<file path="src/rtl/adpll_pkg.sv">
// Shared ADPLL types, default widths and helpers for the phase error detector
// and the error combiner that consumes its samples.
package adpll_pkg;

    localparam int PED_ERROR_WIDTH = 8;
    localparam int PED_COUNT_WIDTH = 10;
    localparam int PED_SLIP_WIDTH  = 8;

    typedef enum logic [1:0] {
        IDLE     = 2'd0,
        REF_LEAD = 2'd1,
        FB_LEAD  = 2'd2
    } ped_state_t;

    // Clamp an unsigned edge-to-edge count into a signed error of 'width' bits,
    // negated when the feedback edge led.
    function automatic int sat_count(input int unsigned count,
                                     input logic        negative,
                                     input int unsigned width);
        int unsigned mag_limit;
        mag_limit = 32'd1 << (width - 32'd1);
        if (negative) begin
            return (count >= mag_limit) ? -int'(mag_limit) : -int'(count);
        end
        return (count >= mag_limit - 32'd1) ? int'(mag_limit - 32'd1) : int'(count);
    endfunction

endpackage

</file>
<file path="src/rtl/phase_error_detector_edge_synchroniser.sv">
// Two-flop synchroniser followed by an edge-detect flop; emits a one-cycle
// pulse on each rising edge of an input asynchronous to clk_i.
module edge_synchroniser (
    input  logic clk_i,
    input  logic reset_n_i,
    input  logic async_i,
    output logic rise_o
);

    // stage_q[0] is the metastability catcher, [1] the settled sample, [2] its delay.
    logic [2:0] stage_q;

    // NOTE: sequential state is updated with non-blocking assignments so every
    // flop samples the pre-edge value of its neighbour, forming a true shift chain.
    always_ff @(posedge clk_i or negedge reset_n_i) begin
        if (!reset_n_i) begin
            stage_q <= '0;
        end else begin
            stage_q <= {stage_q[1:0], async_i};
        end
    end

    assign rise_o = stage_q[1] & ~stage_q[2];

endmodule

</file>
<file path="src/rtl/phase_error_detector.sv">
// Counts fast-clock cycles between reference and feedback rising edges and
// emits one saturated signed error per period. Optional PED_SLIP_COUNT_EN adds slip_count_o.
module phase_error_detector
    import adpll_pkg::*;
#(
    parameter int ERROR_WIDTH = PED_ERROR_WIDTH,
    parameter int COUNT_WIDTH = PED_COUNT_WIDTH
) (
    input  logic                          clk_i,
    input  logic                          reset_n_i,
    input  logic                          enable_i,
    input  logic                          ref_i,
    input  logic                          fb_i,
    output logic signed [ERROR_WIDTH-1:0] error_o,
    output logic                          error_valid_o
`ifdef PED_SLIP_COUNT_EN
    ,
    output logic [PED_SLIP_WIDTH-1:0]     slip_count_o
`endif
);

    localparam logic [COUNT_WIDTH-1:0]        CNT_MAX = '1;
    localparam logic [COUNT_WIDTH-1:0]        CNT_ONE = COUNT_WIDTH'(1);
    localparam logic signed [ERROR_WIDTH-1:0] ERR_MAX = {1'b0, {(ERROR_WIDTH-1){1'b1}}};
    localparam logic signed [ERROR_WIDTH-1:0] ERR_MIN = {1'b1, {(ERROR_WIDTH-1){1'b0}}};

    logic ref_rise;
    logic fb_rise;

    ped_state_t                    state_q, state_d;
    logic [COUNT_WIDTH-1:0]        count_q, count_d;
    logic signed [ERROR_WIDTH-1:0] error_q, error_d;
    logic                          valid_q, valid_d;

    // Identical synchroniser depth on both paths keeps the measured error unbiased.
    edge_synchroniser u_ref_sync (
        .clk_i     (clk_i),
        .reset_n_i (reset_n_i),
        .async_i   (ref_i),
        .rise_o    (ref_rise)
    );

    edge_synchroniser u_fb_sync (
        .clk_i     (clk_i),
        .reset_n_i (reset_n_i),
        .async_i   (fb_i),
        .rise_o    (fb_rise)
    );

    // NOTE: every signal driven here gets a default first, so no path through
    // the case/if tree can leave it unassigned and infer a latch.
    always_comb begin
        state_d = state_q;
        count_d = count_q;
        error_d = error_q;
        valid_d = 1'b0;

        if (!enable_i) begin
            state_d = IDLE;
            count_d = '0;
        end else begin
            unique case (state_q)
                IDLE: begin
                    if (ref_rise && fb_rise) begin
                        error_d = '0;
                        valid_d = 1'b1;
                    end else if (ref_rise) begin
                        state_d = REF_LEAD;
                        count_d = CNT_ONE;
                    end else if (fb_rise) begin
                        state_d = FB_LEAD;
                        count_d = CNT_ONE;
                    end
                end

                REF_LEAD: begin
                    if (fb_rise) begin
                        error_d = ERROR_WIDTH'(sat_count(32'(count_q), 1'b0, ERROR_WIDTH));
                        valid_d = 1'b1;
                        state_d = IDLE;
                        count_d = '0;
                    end else if (ref_rise) begin
                        // Second reference edge before any feedback: cycle slip.
                        error_d = ERR_MAX;
                        valid_d = 1'b1;
                        count_d = CNT_ONE;
                    end else if (count_q == CNT_MAX) begin
                        error_d = ERR_MAX;
                        valid_d = 1'b1;
                        state_d = IDLE;
                        count_d = '0;
                    end else begin
                        count_d = count_q + CNT_ONE;
                    end
                end

                FB_LEAD: begin
                    if (ref_rise) begin
                        error_d = ERROR_WIDTH'(sat_count(32'(count_q), 1'b1, ERROR_WIDTH));
                        valid_d = 1'b1;
                        state_d = IDLE;
                        count_d = '0;
                    end else if (fb_rise) begin
                        error_d = ERR_MIN;
                        valid_d = 1'b1;
                        count_d = CNT_ONE;
                    end else if (count_q == CNT_MAX) begin
                        error_d = ERR_MIN;
                        valid_d = 1'b1;
                        state_d = IDLE;
                        count_d = '0;
                    end else begin
                        count_d = count_q + CNT_ONE;
                    end
                end

                default: begin
                    state_d = IDLE;
                    count_d = '0;
                end
            endcase
        end
    end

    always_ff @(posedge clk_i or negedge reset_n_i) begin
        if (!reset_n_i) begin
            state_q <= IDLE;
            count_q <= '0;
            error_q <= '0;
            valid_q <= 1'b0;
        end else begin
            state_q <= state_d;
            count_q <= count_d;
            error_q <= error_d;
            valid_q <= valid_d;
        end
    end

    assign error_o       = error_q;
    assign error_valid_o = valid_q;

`ifdef PED_SLIP_COUNT_EN
    logic                      slip_event;
    logic [PED_SLIP_WIDTH-1:0] slip_q, slip_d;

    // Slips and timeouts are exactly the strobes not caused by a closing edge.
    assign slip_event = enable_i &&
        ((state_q == REF_LEAD && !fb_rise  && (ref_rise || count_q == CNT_MAX)) ||
         (state_q == FB_LEAD  && !ref_rise && (fb_rise  || count_q == CNT_MAX)));

    always_comb begin
        slip_d = slip_q;
        if (slip_event && slip_q != '1) begin
            slip_d = slip_q + PED_SLIP_WIDTH'(1);
        end
    end

    always_ff @(posedge clk_i or negedge reset_n_i) begin
        if (!reset_n_i) begin
            slip_q <= '0;
        end else begin
            slip_q <= slip_d;
        end
    end

    assign slip_count_o = slip_q;
`endif

endmodule

</file>
<file path="config.mk">
export PLATFORM = sky130hd
export DESIGN_NAME = phase_error_detector
export DESIGN_NICKNAME = d
export VERILOG_FILES = /design/src/rtl/adpll_pkg.sv /design/src/rtl/phase_error_detector_edge_synchroniser.sv /design/src/rtl/phase_error_detector.sv
export SDC_FILE = /design/constraint.sdc
export NUM_CORES = 1
export LEC_CHECK = 0
export ABC_AREA = 1
export CAP_MARGIN = 20
export CORE_MARGIN = 10
export CORE_UTILIZATION = 60
export CTS_BUF_LIST = sky130_fd_sc_hd__clkbuf_4
export CTS_CLUSTER_DIAMETER = 80
export DETAILED_ROUTE_END_ITERATION = 7
export GPL_TIMING_DRIVEN = 0
export PLACE_DENSITY = 0.93
export SYNTH_ARGS = -nofsm -noshare
export SYNTH_HDL_FRONTEND = slang
export SYNTH_HIERARCHICAL = 1
export SYNTH_SLANG_ARGS = --single-unit
</file>
<file path="constraint.sdc">
create_clock -name clk_i -period 2.95 [get_ports clk_i]
set_input_delay 0.4425 -clock clk_i [delete_from_list [all_inputs] [get_ports clk_i]]
set_output_delay 0.4425 -clock clk_i [all_outputs]
set_load 0.005 [all_outputs]
</file>
==> impl_metrics.py <==
metrics = {
    "floorplan": {
        "pin_count": 14,
        "rows": 19,
        "fp.dieH_um": 73.5,
        "die_w_um": 73.5,
        "core_sq_um": 2760,
        "dieArea_sq_um": 5410,
        "start_util_pct": 62.4,
    },
    "grt": {
        "grt_pass1_wl_um": 6230,
        "grt_usage_pct": 13.6,
        "grt_max_degree": 16,
        "grt_pass1_vias": 1474,
        "antenna_found_initial": 0,
        "grt_overflow_total": 0,
    },
    "min_path": {
        "whs_path_depth": 0,
        "hold_path_startpoint": "u_fb_sync/stage_q[0]",
        "hp-class": "reg -> reg",
    },
    "yosys": {
        "syn_avg_cell_area_sq_um": 7.42,
        "synthesis.nets": 243,
        "yosys_register_bits": 27,
        "yosysSeqAreaShare_pct": 39.3,
        "yosys.area.top_type_share_pct": 39.3,
        "netlist_instances": 232,
        "synth_warnings": 6,
        "synth_largest_area_cell": "dfrtp_1",
        "syn-cell-area_sq_um": 1720,
        "ys_types": 29,
        "synthTopCellsByArea": "dfrtp_1 (39%), nand2_1 (15%), nand3_1 (6.4%)",
    },
    "job": {
        "maxCapViolations": 0,
    },
    "route": {
        "drt_first_pass_iters": 4,
        "drc": 0,
        "drtAntennaViolNets": 0,
        "wl_um": 3370,
        "vias": 1476,
        "avgViaCountPerCell": 5.25,
        "wl_per_cell_um": 12.0,
        "drt_iter0_markers": 83,
    },
    "cts": {
        "cts_made_buffers": 3,
        "htree_levels": 1,
        "cts_hold_buf": 0,
        "cts_tree": "done",
        "cts_root_buf": "clkbuf_4",
        "cts_buffer_depth": 2,
        "clk_pin_slew_worst_paths_ns": 0.14,
        "ctsResizeCount": 0,
        "postCtsSetupRepairBufs": 0,
        "clk_latency_ns": 0.32,
        "cts_sinks": 27,
    },
    "power": {
        "vdd_ir_drop_max_v": 0.000471,
        "power_frac_comb_pct": 40.3,
        "seqPwrFrac_pct": 43.8,
        "p_int_mw": 0.620,
        "powerDensity_nw_per_um2": 515,
        "p_switching_mw": 0.374,
        "power.share.clock_pct": 16.0,
        "netSwitchingFraction_pct": 37.6,
        "p_leak_nw": 0.967,
    },
    "setup_path": {
        "path_buf_inv": 5,
        "critical_path.top_delay_family": "simple AND/OR/NAND/NOR gates",
        "cp_common_cell": "inv_1",
        "startpoint": "state_q[1]",
        "crit_slowest_cell": "dfrtp_1",
        "crit_type": "reg -> reg",
        "required_ns": 3.20,
        "crit_path_cell_trace": "inv_1 > ha_1 > buf_4 > inv_1 > nand2_1 > nand2_1 > inv_1 > nand3_1 > nand2_1 > inv_1 > nor3_1",
        "start_kind": "flop",
        "arrival_ns": 1.97,
        "path_max_fanout": 9,
        "critPathMaxStageDelay_ns": 0.44,
        "endpoint_kind": "flop",
        "rr_worst_depth": 11,
        "reg2reg_from": "state_q[1]",
        "worst-path-stages": 11,
    },
    "timing": {
        "min_period_ns": 1.72,
        "period_share_pct": 58.4,
        "hold_violations": 0,
        "fmax_mhz": 580,
        "tightest_slew_ns": 0.609,
        "worst_clock_skew_ns": 0.00264,
        "setup_tns_ns": 0,
        "finalSetupViolations": 0,
        "slew_viol_final": 0,
        "rsz0062_at_grt": "false",
        "relSlewSlack_pct": 59.2,
    },
    "layout": {
        "mostFrequentLayoutCells": "nand2_1 (69), inv_1 (29), dfrtp_1 (27), nand3_1 (22), nor2_1 (20)",
        "fillCellCount": 215,
        "drive_gt1_share_pct": 11.6,
        "syn_to_final_growth_pct": 12.3,
        "final_core_util_pct": 70.1,
        "mostFrequentLayoutCell": "nand2_1",
        "nets": 262,
        "diodes": 0,
    },
    "placement": {
        "portBuffers": 13,
        "dp_hpwl_um": 2640,
        "gp_congestion": 0.854,
    },
    "status": {
        "status": "completed",
    },
}
[logic make-up after synthesis]
logic type | count (synthesis) | share of synthesized area [%]
AO/OA/AOI/OAI | 22 | 7.20
XOR/XNOR | 2 | 1.02
adder cells (fa/ha/maj) | 6 | 4.36
buffers and inverters | 36 | 9.24
flip-flops | 27 | 39.3
AND/OR/NAND/NOR | 139 | 38.9
[through the flow]
step | std cells | hold WS, ns | power, mW | setup WS, ns | instance area, sq um
2_1_floorplan | 232 | 0.147 | 0.724 | 1.50 | 1720
3_3_place_gp | 276 | 0.334 | 0.832 | 1.06 | 1890
3_5_place_dp | 277 | 0.340 | 0.841 | 1.11 | 1900
4_1_cts | 281 | 0.373 | 1.00 | 1.23 | 1930
5_1_grt | 281 | 0.387 | 1.08 | 1.02 | 1930
6_report | 281 | 0.370 | 0.994 | 1.23 | 1930
[cells in the mapped netlist, drive strengths merged]
library cell,n
nand4,4
nor3,8
ha,6
dfrtp,27
o21ai,11
buf,5
nor2,27
xor2,1
o32ai,1
clkinv,1
nand3,24
nand3b,1
xnor2,1
o21bai,1
nand2,75
inv,30
a21oi,9
[layer usage]
metal | vias up | wire [um] | global-route usage, %
met5 | - | 0 | 0
met4 | 0 | 36 | 4.14
met3 | 5 | 147 | 2.96
met2 | 23 | 1600 | 22.1
met1 | 683 | 1590 | 17.6
li1 | 765 | - | -
[area by class of cell]
class,count,area [sq um],area share (%)
clock buffers,3,22.5,1.17
inverters,31,116,6.02
multi-input cells,169,886,45.9
clock inverters,1,5.00,0.259
plain buffers,5,42.5,2.20
well taps,31,38.8,2.01
repair buffers,14,145,7.51
flip-flops and latches,27,676,35.0
[power by group through the flow]
stage                     Sequential, mW  Clock [mW]  Combinational [mW]
after detailed placement           0.442           0               0.399
after global routing               0.442       0.182               0.461
after floorplan                    0.440           0               0.284
after CTS                          0.435       0.165               0.402
after global placement             0.441           0               0.391
final                              0.435       0.159               0.400
[path summary, 6_finish.rpt]
path                                         end  slack (ns)
max                                   count_q[4]        1.23
min                         u_fb_sync/stage_q[1]        0.37
max reg2reg                           count_q[4]        1.23
min reg2reg                 u_fb_sync/stage_q[1]        0.37
max in group asynchronous  u_ref_sync/stage_q[1]        1.96
min in group asynchronous             count_q[4]        0.48
[sequential cells by signal (all words and copies together), names as in the netlist]
name and cells:
u_fb_sync/stage_q 3, u_ref_sync/stage_q 3, error_valid_o 1, error_o 8
count_q 10, state_q 2
[worst reg2reg max path, cell delays in order, from the launching register on]
cell	delay, ns
dfrtp_1	0.44
inv_1	0.11
ha_1	0.15
buf_4	0.15
inv_1	0.07
nand2_1	0.13
nand2_1	0.10
inv_1	0.08
nand3_1	0.12
nand2_1	0.10
inv_1	0.07
nor3_1	0.14
Note: power is estimated with default switching activity, not from simulation.
